<file path="src/rtl/gate_bist.sv">
// Self-test sequencer for one 2-input combinational gate: walks all four
// input vectors, samples the gate output after a settle time and scores it.
module gate_bist #(
    parameter logic [3:0] EXPECT = 4'b0111,
    parameter int         SETTLE = 2
) (
    input  logic       clk,
    input  logic       rst_n,
    input  logic       start,
    output logic       a,
    output logic       b,
    input  logic       c,
    output logic       busy,
    output logic       done,
    output logic       pass,
    output logic [2:0] err_count,
    output logic [3:0] fail_vec
);

    // Handshake: start is a level request, accepted on any rising edge where
    // the sequencer is IDLE (including the done cycle) and ignored while busy.
    typedef enum logic {IDLE, RUN} state_t;

    localparam logic [3:0] SETTLE_M1 = 4'(SETTLE - 1);

    state_t     state;
    logic [1:0] vec_idx;
    logic [3:0] settle_cnt;

    logic       miss;
    logic       sample_now;
    logic [2:0] err_next;

    assign miss       = (c != EXPECT[vec_idx]);
    assign sample_now = (settle_cnt == SETTLE_M1);
    assign err_next   = err_count + {2'b00, miss};

    always_ff @(posedge clk or negedge rst_n) begin
        if (!rst_n) begin
            state      <= IDLE;
            a          <= 1'b0;
            b          <= 1'b0;
            busy       <= 1'b0;
            done       <= 1'b0;
            pass       <= 1'b0;
            err_count  <= 3'd0;
            fail_vec   <= 4'd0;
            vec_idx    <= 2'd0;
            settle_cnt <= 4'd0;
        end else begin
            done <= 1'b0;
            case (state)
                IDLE: begin
                    if (start) begin
                        state      <= RUN;
                        busy       <= 1'b1;
                        a          <= 1'b0;
                        b          <= 1'b0;
                        vec_idx    <= 2'd0;
                        settle_cnt <= 4'd0;
                        err_count  <= 3'd0;
                        fail_vec   <= 4'd0;
                        pass       <= 1'b0;
                    end
                end
                RUN: begin
                    if (sample_now) begin
                        err_count <= err_next;
                        if (miss) begin
                            fail_vec[vec_idx] <= 1'b1;
                        end
                        settle_cnt <= 4'd0;
                        if (vec_idx != 2'b11) begin
                            vec_idx <= vec_idx + 2'd1;
                            {a, b}  <= vec_idx + 2'd1;
                        end else begin
                            // Final vector: pass must include this last sample.
                            state   <= IDLE;
                            busy    <= 1'b0;
                            done    <= 1'b1;
                            pass    <= (err_next == 3'd0);
                            vec_idx <= 2'd0;
                            a       <= 1'b0;
                            b       <= 1'b0;
                        end
                    end else begin
                        settle_cnt <= settle_cnt + 4'd1;
                    end
                end
                default: state <= IDLE;
            endcase
        end
    end

endmodule
</file>
<file path="config.mk">
export PLATFORM = sky130hd
export DESIGN_NAME = gate_bist
export DESIGN_NICKNAME = d
export VERILOG_FILES = /design/src/rtl/gate_bist.sv
export SDC_FILE = /design/constraint.sdc
export NUM_CORES = 1
export LEC_CHECK = 0
export CAP_MARGIN = 20
export CORE_MARGIN = 5
export CORE_UTILIZATION = 43
export CTS_CLUSTER_SIZE = 14
export DETAILED_ROUTE_END_ITERATION = 8
export PLACE_DENSITY = 0.73
export SYNTH_ARGS = -nofsm -noshare
export SYNTH_HDL_FRONTEND = slang
export SYNTH_SLANG_ARGS = --single-unit
</file>
<file path="constraint.sdc">
create_clock -name clk -period 1.7 [get_ports clk]
set_input_delay 0.34 -clock clk [delete_from_list [all_inputs] [get_ports clk]]
set_output_delay 0.34 -clock clk [all_outputs]
set_load 0.01 [all_outputs]
</file>
==> run metrics <==
CTS tree built; Syn Area/Cell about 11 um^2; clk slew on worst S/H paths 0.10 ns; DP HPWL roughly 1.3 mm; Yosys reg bits 17; Initial DRC Count 3; critical path class reg -> out; Slew Viols, Final 0; Inst Count DP about 120; vias per inst 5.01; chip width between 50 and 60 um; post-synth net total a little over 90; unrepaired setup endpoints after global routing true; initial antenna violation count 0; synth unique cells 27; Post-CTS Hold Buffers 0; CP startpoint err_count[1]; Pwr per Cell Area about 1600 nW/um^2; buffers and inverters on the worst path 1; post-synth top area share between 40% and 50%; Remaining Overflow, GRT 0; core area between 1500 and 2000 um^2; Vias 636; RePlAce Congestion approximately 0.75; Reg power frac around 39%; non-filler cells, final about 130; Final setup viols 0; worst setup margin ~0.083 ns; status complete, no violations; synth top area cells dfrtp_1 (48%), ha_1 (11%), a21o_1 (3.4%); antenna cells 0; WP depth 1; num rows 16; final hold viol count 0; Worst Path Max Fanout 3; share of cells above drive strength 1 between 10% and 20%; largest area contributor in the netlist dfrtp_1; Pwr Total ~1.8 mW; largest net degree at the start of global routing 18; num ports 16; Worst slew margin 71.1%; Crit. End Element output pin; f_max between 0.6 and 0.7 GHz; Clock Latency Late Sink between 0.2 and 0.3 ns; Initial Util 44.8%; Tmin final 1.62 ns; DR WL/cell approximately 13 um; Nets 113; die footprint approximately 3000 um^2; Peak VDD IR between 0.8 and 0.9 mV; pre-CTS WS -0.183 ns; WHS 0.365 ns; global-route wire length before repair 2.94 mm; CP max stage delay 0.57 ns; number of remaining DRC errors 0; P_int between 1 and 1.5 mW; Comb pwr share 49.8%; Arr. time, crit path 1.28 ns; Longest Clk Path Bufs 2; fin crit share 95.1%; Sw Share a little over a third; clock share of power 11.5%; worst min path class in -> async; worst r2r path cells 7; drt pass-1 iters 2; Critical Path RT 1.36 ns; final wirelength 1.67 mm; Max Cap Violations 0; Pleak about 0.54 nW; total clock buffers created by CTS 3; Net Switching around 0.67 mW; total track usage around an eighth; Mapped Cells approximately 80; area delta synth->final 28.9%; chip height 55.2 um; Slew @ Worst Pin about 0.43 ns; reg2reg start vec_idx[0]; Mapped Area 880 um^2; register area share after synthesis between 40% and 50%; internal reg-to-reg setup slack roughly 0.090 ns; Slowest-stage cell, CP clkdlybuf4s50_1; Ys Warns 0; startpoint types flip-flop; # clock sinks 17; PortBufs 15; reg2reg end err_count[2]; CTS root buffer clkbuf_4; CP top delay family buffers and inverters; Antenna Nets Post-Route 0; crit-path cells clkdlybuf4s50_1; end of the critical path err_count[1]; clk_skew about 0.0054 ns; CTS HTree Levels 1; vias in the first global route roughly 620
cell type report:
type	instances	area (um^2)
clock buffers	4	26.3
inverters	4	15.0
flip-flops and latches	17	425
well taps	27	33.8
repair buffers	19	185
fillers	183	828
multi-input cells	56	448
worst min-delay path by stage:
stage	from	end	slack [ns]	cells past startpoint
after floorplan	rst_n	busy	0.04	0
after global placement	busy	busy	0.46	1
after detailed placement	busy	busy	0.47	1
after CTS	rst_n	fail_vec[2]	0.36	2
after global routing	rst_n	fail_vec[2]	0.37	2
final	rst_n	settle_cnt[3]	0.36	2
layout by cell type, fill, tap and decap left out, drive strengths merged, types with 4 or more instances in the layout:
master	n
inv	4
clkbuf	4
nand2	7
nor2	4
nand3	6
a21o	4
clkdlybuf4s50	13
buf	4
ha	8
dfrtp	17
nand2b	4
Yosys cell counts, drive strengths merged:
library cell,count
nand2b,4
mux2i,1
o32ai,1
o21ai,2
a21o,4
xnor2,2
a31oi,1
inv,4
and4bb,1
buf,2
a21oi,1
a22o,3
ha,8
nor3b,3
dfrtp,17
nor2,4
nand4bb,1
nand3,6
and2,1
nand3b,1
nor2b,2
o31ai,2
nand2,7
a31o,1
logic make-up after synthesis:
| family | count (synthesis) | synth area share [%] |
|---|---|---|
| AO/OA/AOI/OAI | 15 | 12.5 |
| multiplexers | 1 | 1.14 |
| buffers and inverters | 6 | 3.56 |
| AND/OR/NAND/NOR | 30 | 21.1 |
| flip-flops | 17 | 48.4 |
| adder cells (fa/ha/maj) | 8 | 11.4 |
| XOR/XNOR | 2 | 1.99 |
per-stage QoR:
step,setup TNS (ns),cell area (um^2),util (%)
2_1_floorplan,0,882,-
3_3_place_gp,-0.225,1080,55.0
3_5_place_dp,-0.315,1080,55.0
4_1_cts,0,1110,56.4
5_1_grt,-0.0148,1130,57.8
6_report,0,1130,57.8
flip-flops by register name, summed over array words and instances (netlist names):
signal      count
fail_vec        4
vec_idx         2
state           1
settle_cnt      4
pass            1
busy            1
err_count       3
done            1
power groups by stage:
| stage | clock network, mW | registers [mW] | logic, mW |
|---|---|---|---|
| detailed placement | 0 | 0.721 | 0.917 |
| global placement | 0 | 0.713 | 0.882 |
| finish | 0.213 | 0.714 | 0.921 |
| CTS | 0.224 | 0.710 | 0.921 |
| global route | 0.246 | 0.744 | 1.04 |
| floorplan | 0 | 0.749 | 0.504 |
layer usage:
| metal | wire (um) | vias to the layer above | track usage (%) |
|---|---|---|---|
| met5 | 0 | - | 0 |
| met4 | 23 | 0 | 6.25 |
| met3 | 85 | 4 | 4.43 |
| met2 | 765 | 14 | 17.1 |
| met1 | 800 | 300 | 15.9 |
| li1 | - | 318 | - |
what timing repair did:
| item | CTS | global route |
|---|---|---|
| buffers inserted | 0 | 0 |
| gates resized for setup | 0 | 5 |
| setup endpoints to repair | 0 | 4 |
Note: power is estimated with default switching activity, not from simulation.
